### src/rtl/cpu_types_pkg.sv
// Shared CPU type definitions: multiply/divide opcodes, unit states and the word width.
package cpu_types_pkg;

  localparam int WORD_W = 32;

  typedef enum logic [1:0] {
    MD_MULT  = 2'b00,
    MD_MULTU = 2'b01,
    MD_DIV   = 2'b10,
    MD_DIVU  = 2'b11
  } muldiv_op_t;

  typedef enum logic [1:0] {
    IDLE = 2'b00,
    RUN  = 2'b01,
    FIX  = 2'b10,
    DONE = 2'b11
  } muldiv_state_t;

endpackage

### src/rtl/muldiv_if.sv
// Handshake and HI/LO bundle between execute-stage control and the multiply/divide unit.
interface muldiv_if #(
  parameter int WIDTH = 32
);
  logic             start;
  logic [1:0]       mdOp;
  logic [WIDTH-1:0] portA;
  logic [WIDTH-1:0] portB;
  logic             cancel;
  logic             busy;
  logic             done;
  logic             divZero;
  logic [WIDTH-1:0] hi;
  logic [WIDTH-1:0] lo;

  modport md (
    input  start, mdOp, portA, portB, cancel,
    output busy, done, divZero, hi, lo
  );

  modport ctrl (
    output start, mdOp, portA, portB, cancel,
    input  busy, done, divZero, hi, lo
  );

  modport tb (
    output start, mdOp, portA, portB, cancel,
    input  busy, done, divZero, hi, lo
  );
endinterface

### src/rtl/muldiv_unit.sv
// Iterative 32-cycle MULT/MULTU/DIV/DIVU unit holding the architectural HI/LO registers.
// Magnitudes are iterated on one shared add/subtract datapath; signs are fixed up in FIX.
module muldiv_unit
  import cpu_types_pkg::*;
#(
  parameter int WIDTH = WORD_W,
  parameter int CNT_W = 5
) (
  input logic CLK,
  input logic nRST,
  muldiv_if.md bus
);

  localparam int AW = 2 * WIDTH;

  muldiv_state_t    state;
  logic [CNT_W-1:0] cnt;
  logic [AW-1:0]    acc;
  logic [WIDTH-1:0] opb;
  logic             is_div, neg_res, neg_rem;
  logic             busy_q, done_q, div_zero_q;
  logic [WIDTH-1:0] hi_q, lo_q;

  muldiv_op_t              op;
  logic                    op_div, op_signed, accept, div_zero_req;
  logic signed [WIDTH-1:0] a_s, b_s;
  logic [WIDTH+1:0]        add_x, add_y, sum;
  logic                    sub, ge;
  logic [AW-1:0]           acc_next, prod;
  logic [WIDTH-1:0]        fix_hi, fix_lo;

  // |0x80000000| comes out as 0x80000000, read as unsigned 2^31.
  function automatic logic [WIDTH-1:0] magnitude(input logic signed [WIDTH-1:0] x,
                                                 input logic is_signed);
    logic [WIDTH-1:0] u;
    u = x;
    return (is_signed && x < 0) ? (~u + 1'b1) : u;
  endfunction

  function automatic logic [WIDTH-1:0] neg_word(input logic [WIDTH-1:0] x, input logic neg);
    return neg ? (~x + 1'b1) : x;
  endfunction

  function automatic logic [AW-1:0] neg_dword(input logic [AW-1:0] x, input logic neg);
    return neg ? (~x + 1'b1) : x;
  endfunction

  assign op           = muldiv_op_t'(bus.mdOp);
  assign op_div       = (op == MD_DIV) || (op == MD_DIVU);
  assign op_signed    = (op == MD_MULT) || (op == MD_DIV);
  assign div_zero_req = op_div && (bus.portB == '0);
  assign accept       = ((state == IDLE) || (state == DONE)) && bus.start && !bus.cancel;
  assign a_s          = bus.portA;
  assign b_s          = bus.portB;

  // Single adder: accumulate the multiplicand, or trial-subtract the divisor.
  always_comb begin
    if (is_div) begin
      add_x = {1'b0, acc[AW-1:WIDTH], acc[WIDTH-1]};
      add_y = ~{2'b00, opb};
      sub   = 1'b1;
    end else begin
      add_x = {2'b00, acc[AW-1:WIDTH]};
      add_y = acc[0] ? {2'b00, opb} : '0;
      sub   = 1'b0;
    end
    sum = add_x + add_y + {{(WIDTH+1){1'b0}}, sub};
    ge  = ~sum[WIDTH+1];
    if (is_div)
      acc_next = {(ge ? sum[WIDTH-1:0] : add_x[WIDTH-1:0]), acc[WIDTH-2:0], ge};
    else
      acc_next = {sum[WIDTH:0], acc[WIDTH-1:1]};
  end

  always_comb begin
    prod   = neg_dword(acc, neg_res);
    fix_hi = is_div ? neg_word(acc[AW-1:WIDTH], neg_rem) : prod[AW-1:WIDTH];
    fix_lo = is_div ? neg_word(acc[WIDTH-1:0], neg_res)  : prod[WIDTH-1:0];
  end

  // Operand latch and iteration registers; contents are don't-care outside RUN/FIX.
  always_ff @(posedge CLK) begin
    if (accept) begin
      acc     <= {{WIDTH{1'b0}}, (op_div ? magnitude(a_s, op_signed) : magnitude(b_s, op_signed))};
      opb     <= op_div ? magnitude(b_s, op_signed) : magnitude(a_s, op_signed);
      is_div  <= op_div;
      neg_res <= op_signed && (a_s[WIDTH-1] ^ b_s[WIDTH-1]);
      neg_rem <= op_signed && a_s[WIDTH-1];
    end else if (state == RUN) begin
      acc <= acc_next;
    end
  end

  always_ff @(posedge CLK or negedge nRST) begin
    if (!nRST) begin
      state      <= IDLE;
      cnt        <= '0;
      busy_q     <= 1'b0;
      done_q     <= 1'b0;
      div_zero_q <= 1'b0;
      hi_q       <= '0;
      lo_q       <= '0;
    end else if (bus.cancel) begin
      state      <= IDLE;
      cnt        <= '0;
      busy_q     <= 1'b0;
      done_q     <= 1'b0;
      div_zero_q <= 1'b0;
    end else begin
      case (state)
        IDLE, DONE: begin
          done_q     <= 1'b0;
          div_zero_q <= 1'b0;
          state      <= IDLE;
          if (bus.start) begin
            if (div_zero_req) begin
              state      <= DONE;
              done_q     <= 1'b1;
              div_zero_q <= 1'b1;
              hi_q       <= bus.portA;
              lo_q       <= '1;
            end else begin
              state  <= RUN;
              cnt    <= '0;
              busy_q <= 1'b1;
            end
          end
        end
        RUN: begin
          cnt <= cnt + 1'b1;
          if (cnt == CNT_W'(WIDTH - 1))
            state <= FIX;
        end
        FIX: begin
          state  <= DONE;
          busy_q <= 1'b0;
          done_q <= 1'b1;
          hi_q   <= fix_hi;
          lo_q   <= fix_lo;
        end
        default: state <= IDLE;
      endcase
    end
  end

  assign bus.busy    = busy_q;
  assign bus.done    = done_q;
  assign bus.divZero = div_zero_q;
  assign bus.hi      = hi_q;
  assign bus.lo      = lo_q;

endmodule

### src/flat_wrapper.sv
// flat-port wrapper written by rule: the top's interface ports become plain ports
module muldiv_unit_flat import cpu_types_pkg::*;
#(
  parameter int WIDTH = WORD_W,
  parameter int CNT_W = 5
)
  (CLK, nRST, bus_start, bus_mdOp, bus_portA, bus_portB, bus_cancel, bus_busy, bus_done, bus_divZero, bus_hi, bus_lo);
  muldiv_if #(.WIDTH(WIDTH)) bus_i ();
  input logic CLK;
  input logic nRST;
  input wire logic [$bits(bus_i.start)-1:0] bus_start;
  input wire logic [$bits(bus_i.mdOp)-1:0] bus_mdOp;
  input wire logic [$bits(bus_i.portA)-1:0] bus_portA;
  input wire logic [$bits(bus_i.portB)-1:0] bus_portB;
  input wire logic [$bits(bus_i.cancel)-1:0] bus_cancel;
  output wire logic [$bits(bus_i.busy)-1:0] bus_busy;
  output wire logic [$bits(bus_i.done)-1:0] bus_done;
  output wire logic [$bits(bus_i.divZero)-1:0] bus_divZero;
  output wire logic [$bits(bus_i.hi)-1:0] bus_hi;
  output wire logic [$bits(bus_i.lo)-1:0] bus_lo;
  assign bus_i.start = bus_start;
  assign bus_i.mdOp = bus_mdOp;
  assign bus_i.portA = bus_portA;
  assign bus_i.portB = bus_portB;
  assign bus_i.cancel = bus_cancel;
  assign bus_busy = bus_i.busy;
  assign bus_done = bus_i.done;
  assign bus_divZero = bus_i.divZero;
  assign bus_hi = bus_i.hi;
  assign bus_lo = bus_i.lo;
  muldiv_unit #(.WIDTH(WIDTH), .CNT_W(CNT_W)) u_core (.CLK(CLK), .nRST(nRST), .bus(bus_i));
endmodule
### config.mk
export PLATFORM = sky130hd
export DESIGN_NAME = muldiv_unit_flat
export DESIGN_NICKNAME = d
export VERILOG_FILES = /design/src/rtl/cpu_types_pkg.sv /design/src/rtl/muldiv_if.sv /design/src/rtl/muldiv_unit.sv /design/src/flat_wrapper.sv
export SDC_FILE = /design/constraint.sdc
export NUM_CORES = 1
export LEC_CHECK = 0
export ABC_AREA = 1
export CORE_AREA = 8 8 228 230
export DETAILED_ROUTE_END_ITERATION = 8
export DIE_AREA = 0 0 236 238
export GPL_ROUTABILITY_DRIVEN = 0
export GPL_TIMING_DRIVEN = 0
export PLACE_DENSITY_LB_ADDON = 0.05
export RECOVER_POWER = 50
export SYNTH_ARGS = -nofsm -noshare
export SYNTH_HDL_FRONTEND = slang
export SYNTH_SLANG_ARGS = --single-unit
### constraint.sdc
create_clock -name CLK -period 4.6 [get_ports CLK]
set_input_delay 0.92 -clock CLK [delete_from_list [all_inputs] [get_ports CLK]]
set_output_delay 0.92 -clock CLK [all_outputs]
set_load 0.02 [all_outputs]
==> flow_summary.rst <==
.. list-table::
   :header-rows: 1

   * - Metric
     - Value
   * - Critical setup path kind
     - register to register
   * - First-pass GRT wire length
     - between 100000 and 150000 um
   * - Headroom to the max-slew limit
     - -103%
   * - Syn Std Cell Area
     - 16800 sq um
   * - Reg area
     - between 4000 and 5000 sq um
   * - Final Max Slew Viols
     - 68
   * - Count of maximum capacitance violations
     - 1
   * - Multi-input gate area
     - 10500 sq um
   * - Count of instances resized after the clock tree is built
     - 1
   * - Final hold viol count
     - 0
   * - Finished Core Util
     - about two fifths
   * - Final setup violation count
     - 0
   * - Maximum number of buffers from clock root to sink
     - 2
   * - Ys flop type
     - sky130_fd_sc_hd__dfrtp_1
   * - Leak pwr
     - 9.12 nW
   * - CTS buffer count
     - 17
   * - Run status
     - finished with violations
   * - Transition time of the tightest slew-check pin
     - 3.04 ns
   * - Synthesized instance count
     - approximately 2900
   * - Critical Path Start Type
     - register
   * - Die Height
     - 238 um
   * - Required arrival time at the worst endpoint
     - 4.97 ns
   * - Sum of overflow across all layers after global routing
     - 0
   * - Number of diodes added for antenna fixing
     - 0
   * - Largest fanout on the critical path
     - 10
   * - Antenna violations before repair
     - 1
   * - CTS tree
     - yes
   * - Row count
     - 81
   * - Hold bufs inserted after CTS
     - 0
   * - Area growth syn-to-layout
     - 16.3%
   * - Clock root cell
     - sky130_fd_sc_hd__clkbuf_16
   * - Die W
     - ~240 um
   * - Count of nets left with antenna violations after detail routing
     - 0
   * - Net count reported at finish
     - 3129
   * - Sum Neg Setup Slack
     - 0 ns
   * - Total of flip-flops plus latches after synthesis
     - 173
   * - Worst min-delay path class
     - primary input to asynchronous set/reset pin
   * - Share of the clock period used by the worst path
     - 95.0%
   * - I/O pin count
     - around 140
   * - HPWL after detailed placement
     - 68000 um
   * - Part of the Yosys area used for sequential elements
     - 26.9%
   * - Detailed-route vias per instance
     - about 5.5
   * - Setup Fix Bufs, Post-CTS
     - 0
   * - DIE AREA
     - 56200 sq um
   * - Placement Cell Area
     - 19000 sq um
   * - Endpoint arrival time on the critical path
     - 4.74 ns
   * - Global router's overall resource usage
     - about 28%
   * - First-pass iteration count of the detailed router
     - 7
   * - Setup clock skew after layout
     - between 0.01 and 0.015 ns
   * - Clock period minus worst slack
     - 4.37 ns
   * - Synth Net Count
     - 2973
   * - Violations in the final reports
     - capacitance limit, slew limit
   * - IO Port Bufs
     - 135
   * - Wire length per cell
     - 22.4 um
   * - Kind of end point of the critical path
     - register
   * - Post-synthesis async set-or-reset flop share
     - about 43%
   * - Unrepaired setup endpoints after global routing
     - no
   * - Highest clock frequency the design can meet
     - around 0.23 GHz
   * - Synth unique cells
     - 51
   * - Mean cell area of the mapped netlist
     - 5.86 sq um
   * - Worst IR drop on VDD
     - 0.383 mV
   * - Total number of H-tree levels
     - 4
   * - Fill cell total of the finished layout
     - between 5000 and 6000
   * - Worst R2R Path Depth
     - 19
   * - Share of post-route cells with drive strength above 1
     - ~3.3%
   * - Starting DRT DRC Count
     - 2154
   * - Initial standard-cell utilization of the core
     - a little over a third
   * - Power density of the placed cells
     - 586 nW/um^2
   * - Placeable core region
     - 48300 sq um
   * - DR DRC count
     - 0
   * - Largest net degree at the start of global routing
     - 68
   * - Clock latency reported for the late side of the worst-skew pair
     - 0.49 ns
   * - Number of vias after detailed routing
     - 20098
   * - Via count of the first global-routing pass
     - 18918
   * - Finished layout cell area
     - 19500 sq um
   * - Number of flops mapped to enable cells by yosys
     - between 60 and 70
   * - Yosys Warn Count
     - 0
   * - Clk pin slew, worst setup/hold paths
     - roughly 0.08 ns
   * - CTS sink cnt
     - 173
   * - Total routed wirelength
     - around 82000 um
[cells by family after synthesis]
logic type               Yosys count  share of synthesized area, %
flip-flops                       173                          26.9
multiplexers                       1                        0.0597
buffers and inverters            441                          10.3
AND/OR/NAND/NOR                 1693                          41.9
adder cells (fa/ha/maj)           41                          3.15
AO/OA/AOI/OAI                    442                          14.0
XOR/XNOR                          71                          3.71
[registers in the layout, indices dropped and copies added, names as in the netlist]
signal              count
u_core.bus.hi          32
u_core.bus.busy         1
u_core.bus.lo          32
u_core.neg_res          1
u_core.opb             32
u_core.state            2
u_core.cnt              5
u_core.acc             64
u_core.bus.done         1
u_core.is_div           1
u_core.neg_rem          1
u_core.bus.divZero      1
[worst paths after layout]
check	slack, ns	end	from
hold reg to reg	0.48	u_core.bus.hi[30]	u_core.bus.hi[30]
setup reg to reg	0.23	u_core.acc[53]	u_core.is_div
setup / recovery	0.23	u_core.acc[53]	u_core.is_div
max in group asynchronous	0.88	u_core.cnt[3]	nRST
hold / removal	0.36	u_core.bus.lo[25]	nRST
min in group CLK	0.48	u_core.bus.hi[30]	u_core.bus.hi[30]
[final cells by class]
type | count | area share, %
multi-input cells | 2248 | 53.9
flip-flops and latches | 173 | 23.1
repair buffers | 137 | 7.10
inverters | 323 | 6.24
well taps | 622 | 3.99
plain buffers | 118 | 2.69
clock buffers | 18 | 2.25
clock inverters | 14 | 0.744
[stage by stage]
step           instances  power (mW)  worst slack [ns]  hold slack (ns)
4_1_cts             3653        11.4            0.0968            0.228
3_3_place_gp        3619        9.84            -0.120            0.467
3_5_place_dp        3621        9.87           -0.0130            0.465
5_1_grt             3653        12.2            0.0359            0.392
6_report            3653        11.4             0.231            0.359
2_1_floorplan       2862        7.03              1.33            0.453
[report_power, final]
part           internal [mW]  switching, mW
Clock                  0.780          0.747
Combinational           2.10           4.80
Sequential              2.30          0.700
Total                   5.18           6.25
[Yosys cell counts (3+ instances only)]
cell type | n | area share, %
sky130_fd_sc_hd__nand2_1 | 993 | 22
sky130_fd_sc_hd__nor2_1 | 316 | 7.1
sky130_fd_sc_hd__inv_1 | 308 | 6.9
sky130_fd_sc_hd__o21ai_0 | 259 | 7.7
sky130_fd_sc_hd__nand3_1 | 252 | 7.5
sky130_fd_sc_hd__a21oi_1 | 117 | 3.5
sky130_fd_sc_hd__dfrtp_1 | 74 | 11
sky130_fd_sc_hd__clkbuf_1 | 68 | 1.5
sky130_fd_sc_hd__edfxtp_1 | 67 | 12
sky130_fd_sc_hd__xor2_1 | 64 | 3.3
sky130_fd_sc_hd__nand4_1 | 45 | 1.7
sky130_fd_sc_hd__ha_1 | 39 | 2.9
sky130_fd_sc_hd__dfxtp_1 | 32 | 3.8
sky130_fd_sc_hd__nor3_1 | 31 | 0.93
sky130_fd_sc_hd__buf_2 | 22 | 0.66
sky130_fd_sc_hd__buf_1 | 21 | 0.47
sky130_fd_sc_hd__o211ai_1 | 17 | 0.76
sky130_fd_sc_hd__nand3b_1 | 16 | 0.72
sky130_fd_sc_hd__a31oi_1 | 15 | 0.56
sky130_fd_sc_hd__inv_2 | 10 | 0.22
sky130_fd_sc_hd__o21ai_1 | 10 | 0.30
sky130_fd_sc_hd__and2_1 | 8 | 0.30
sky130_fd_sc_hd__or2_2 | 8 | 0.30
sky130_fd_sc_hd__nor2_2 | 7 | 0.26
sky130_fd_sc_hd__o21a_1 | 7 | 0.31
sky130_fd_sc_hd__xnor2_1 | 7 | 0.37
sky130_fd_sc_hd__buf_6 | 5 | 0.34
sky130_fd_sc_hd__o22ai_1 | 5 | 0.19
sky130_fd_sc_hd__nand3_2 | 4 | 0.24
sky130_fd_sc_hd__o21bai_1 | 4 | 0.18
sky130_fd_sc_hd__clkinv_1 | 3 | 0.067
sky130_fd_sc_hd__nand2_2 | 3 | 0.11
sky130_fd_sc_hd__nor4_1 | 3 | 0.11
[routing by layer]
metal  GRT usage (%)  routed length [um]
met1            35.8               34200
met2            44.7               35700
met3            6.90                7010
met4            15.2                4800
met5               0                  10
[cell usage in the layout (no fill, tap or decap), types with 5 or more instances in the layout]
master | Yosys | final
sky130_fd_sc_hd__o211ai_1 | 17 | 17
sky130_fd_sc_hd__inv_2 | 10 | 7
sky130_fd_sc_hd__buf_2 | 22 | 19
sky130_fd_sc_hd__o22ai_1 | 5 | 5
sky130_fd_sc_hd__dfrtp_1 | 74 | 74
sky130_fd_sc_hd__clkbuf_16 | 0 | 17
sky130_fd_sc_hd__xnor2_1 | 7 | 7
sky130_fd_sc_hd__a21oi_1 | 117 | 117
sky130_fd_sc_hd__nor2_1 | 316 | 319
sky130_fd_sc_hd__buf_6 | 5 | 5
sky130_fd_sc_hd__dfxtp_1 | 32 | 32
sky130_fd_sc_hd__or2_2 | 8 | 8
sky130_fd_sc_hd__and2_1 | 8 | 8
sky130_fd_sc_hd__dlygate4sd3_1 | 0 | 69
sky130_fd_sc_hd__o21ai_0 | 259 | 259
sky130_fd_sc_hd__a31oi_1 | 15 | 15
sky130_fd_sc_hd__clkdlybuf4s50_1 | 0 | 65
sky130_fd_sc_hd__nand4_1 | 45 | 45
sky130_fd_sc_hd__buf_1 | 21 | 19
sky130_fd_sc_hd__xor2_1 | 64 | 64
sky130_fd_sc_hd__nand3b_1 | 16 | 16
sky130_fd_sc_hd__o21a_1 | 7 | 7
sky130_fd_sc_hd__nand3_1 | 252 | 252
sky130_fd_sc_hd__o21ai_1 | 10 | 10
sky130_fd_sc_hd__edfxtp_1 | 67 | 67
sky130_fd_sc_hd__inv_1 | 308 | 311
sky130_fd_sc_hd__ha_1 | 39 | 39
sky130_fd_sc_hd__nand2_1 | 993 | 993
sky130_fd_sc_hd__nor3_1 | 31 | 32
sky130_fd_sc_hd__clkbuf_1 | 68 | 69
[worst max-delay path: stages (launching register included)]
cell and delay (ns):
sky130_fd_sc_hd__edfxtp_1 0.48, sky130_fd_sc_hd__clkbuf_4 0.29, sky130_fd_sc_hd__clkinv_2 0.21, sky130_fd_sc_hd__clkbuf_4 0.29
sky130_fd_sc_hd__clkbuf_4 0.28, sky130_fd_sc_hd__clkbuf_1 0.35, sky130_fd_sc_hd__nand3_1 0.11, sky130_fd_sc_hd__o21ai_0 0.30
sky130_fd_sc_hd__ha_1 0.41, sky130_fd_sc_hd__inv_1 0.14, sky130_fd_sc_hd__nor2_1 0.06, sky130_fd_sc_hd__a21oi_1 0.18
sky130_fd_sc_hd__nand2_1 0.12, sky130_fd_sc_hd__a21oi_4 0.23, sky130_fd_sc_hd__nand3_4 0.19, sky130_fd_sc_hd__inv_4 0.14
sky130_fd_sc_hd__buf_6 0.15, sky130_fd_sc_hd__nand2_1 0.08, sky130_fd_sc_hd__nand4_1 0.13, sky130_fd_sc_hd__nand2_1 0.08
Note: power is estimated with default switching activity, not from simulation.
==> patch, RTL diff (same settings) <==
The package constant `WORD_W` goes from 32 to 36.
--- a/src/rtl/cpu_types_pkg.sv
+++ b/src/rtl/cpu_types_pkg.sv
@@ -1,7 +1,7 @@
 // Shared CPU type definitions: multiply/divide opcodes, unit states and the word width.
 package cpu_types_pkg;
 
-  localparam int WORD_W = 32;
+  localparam int WORD_W = 36;
 
   typedef enum logic [1:0] {
     MD_MULT  = 2'b00,
Interface: changed (resized bus_hi, bus_lo, bus_portA and bus_portB); port bits go from 137 to 153. No check against the original RTL was run, so the function may have changed too.
==> patch against the unedited design <==
The run still ends with capacitance limit, slew limit left. Sequential cell count grew 20. Design area increased by 6.4%. Utilization rose by 2.6 points. Synthesized area up 6.4%. Wire length is 4.7% higher. Worst hold slack improved by 120 ps. Setup slack worse by 71 ps. Power rose by 5.6%. Critical endpoint is now u_core.acc[68].
==> patch: results <==
group,metric,value,unit
outcome,status,"complete, but fails checks",
outcome,failed_checks,"capacitance limit, slew limit",
grt,grt_busiest_layer,"met2",
grt,grt_use_met2,49.0,%
place,dp.cells,3717,
logic_synthesis,synth-async-reset-ratio,42.5,%
grt,track_usage,29.7,%
job,max-cap-violations,1,
critical_path,slowest_stage,"ha_1",
critical_path,path_delay_family,"simple AND/OR/NAND/NOR gates",
min_path,min_path_type,"flip-flop to flip-flop",
drt,avgViaCountPerCell,5.69,
logic_synthesis,syn-num-nets,3065,
place,io_buffers,150,
logic_synthesis,synth_top_cells_by_area,"nand2_1 (19%), edfxtp_1 (13%), dfrtp_1 (11%), nor2_1 (8.0%), o21ai_0 (7.4%)",
critical_path,critPathArrivalTime,4830,ps
grt,first_global_vias,20300,
timing,worstMarginPinSlew,1740,ps
logic_synthesis,ys_types,49,
final_layout,largest_reg_flops,72,
drt,drt_first_iter_violations,2435,
final_layout,drive_gt1_share,3.92,%
drt,drt-total-wl,85.7,mm
grt,use_met1,37.3,%
timing,final_max_slew_viol_count,67,
timing,fin_worst_skew,28.0,ps
cts,clkLatencyLatePin,510,ps
grt,grt_max_degree,67,
drt,wl_per_cell,22.8,microns
power_and_ir_drop,p_leak,0.00933,uW
power_and_ir_drop,ir_drop,0.373,mV
place,dp.final_hpwl,71.5,mm
logic_synthesis,seq_area_frac_synth,28.2,%
logic_synthesis,avgSynthCellArea,6.06,sq um
logic_synthesis,synth_edf_count,75,
grt,grt_pass1_wl,126,mm
drt,first_pass_iters,6,
grt,gr-usage-met3,5.47,%
[patch: cell count changes after synthesis, moves of 8 or more]
cell and change:
and2_1 -8, a41oi_1 +13, edfxtp_1 +8, a21oi_1 +35, buf_2 -14, nor2_1 +62
nand3_1 -8, clkbuf_1 +18, nand2_1 -80, a31oi_1 +23, dfrtp_1 +8
[patch: cells by family (layout without fill, tap and decap cells)]
group	after synthesis	after routing	share of synthesized area, %
AOI/OAI and AO/OA	511	511	15.6
adders and majority gates	44	44	3.17
muxes	2	2	0.112
and+or+nand+nor	1671	1671	39.2
xor gates and xnor gates	82	82	4.02
buffers and inverters	440	632	9.72
DFF	193	193	28.2
[patch: worst paths after layout]
check,start,to,slack [ps],cells after the start
worst max-delay path,u_core.is_div,u_core.acc[68],160,19
worst min-delay path,u_core.bus.busy,u_core.bus.busy,470,2
worst max register to register,u_core.is_div,u_core.acc[68],160,19
worst min register to register,u_core.bus.busy,u_core.bus.busy,470,2
max in group asynchronous,nRST,u_core.bus.lo[13],1880,2
min in group asynchronous,nRST,u_core.cnt[0],520,1
[patch: worst reg2reg max path: cells and delay by family (launching register included)]
kind            cells  cell delay, ps
flops               1             400
fa+ha+maj           1             490
buf+inv             5            1360
simple gates       12            1710
compound gates      1             380
[patch: power breakdown]
| part | internal [uW] | leakage, uW | switching [uW] |
|---|---|---|---|
| clock network | 720 | 0.000278 | 809 |
| registers | 2530 | 0.00193 | 698 |
| logic | 2220 | 0.00712 | 5100 |
[patch: timing repair]
item,4_1_cts,5_1_grt
gates resized for setup,4,10
gates cloned,0,1
endpoints found under the setup margin,36,37
buffers inserted,0,8
endpoints found under the hold margin,0,0
[patch: through the flow]
stage	instance area [sq um]	power (uW)	hold WS (ps)	setup WS, ps	utilization [%]
2_1_floorplan	17800	7610	458	1160	-
3_3_place_gp	20100	10500	464	-527	41.6
3_5_place_dp	20200	10500	462	-273	41.7
4_1_cts	20700	12100	261	35.7	42.9
5_1_grt	20800	12900	504	3.72	42.9
6_report	20800	12100	475	160	42.9
[patch: cell type report]
type                            count  area (sq um)
Timing Repair inverter              1          5.00
Clock inverter                     14           130
Tap cell                          622           778
Timing Repair Buffer              160          1580
Inverter                          320          1210
Fill cell                        5338         27600
Buffer                            119           539
Clock buffer                       18           429
Sequential cell                   193          5020
Multi-Input combinational cell   2310         11100
[patch: per-layer routing]
layer  wire, microns  vias up
met5              26        -
met1           35000    10100
met4            4380        4
met2           39400     1069
li1                -     9969
met3            6800      196
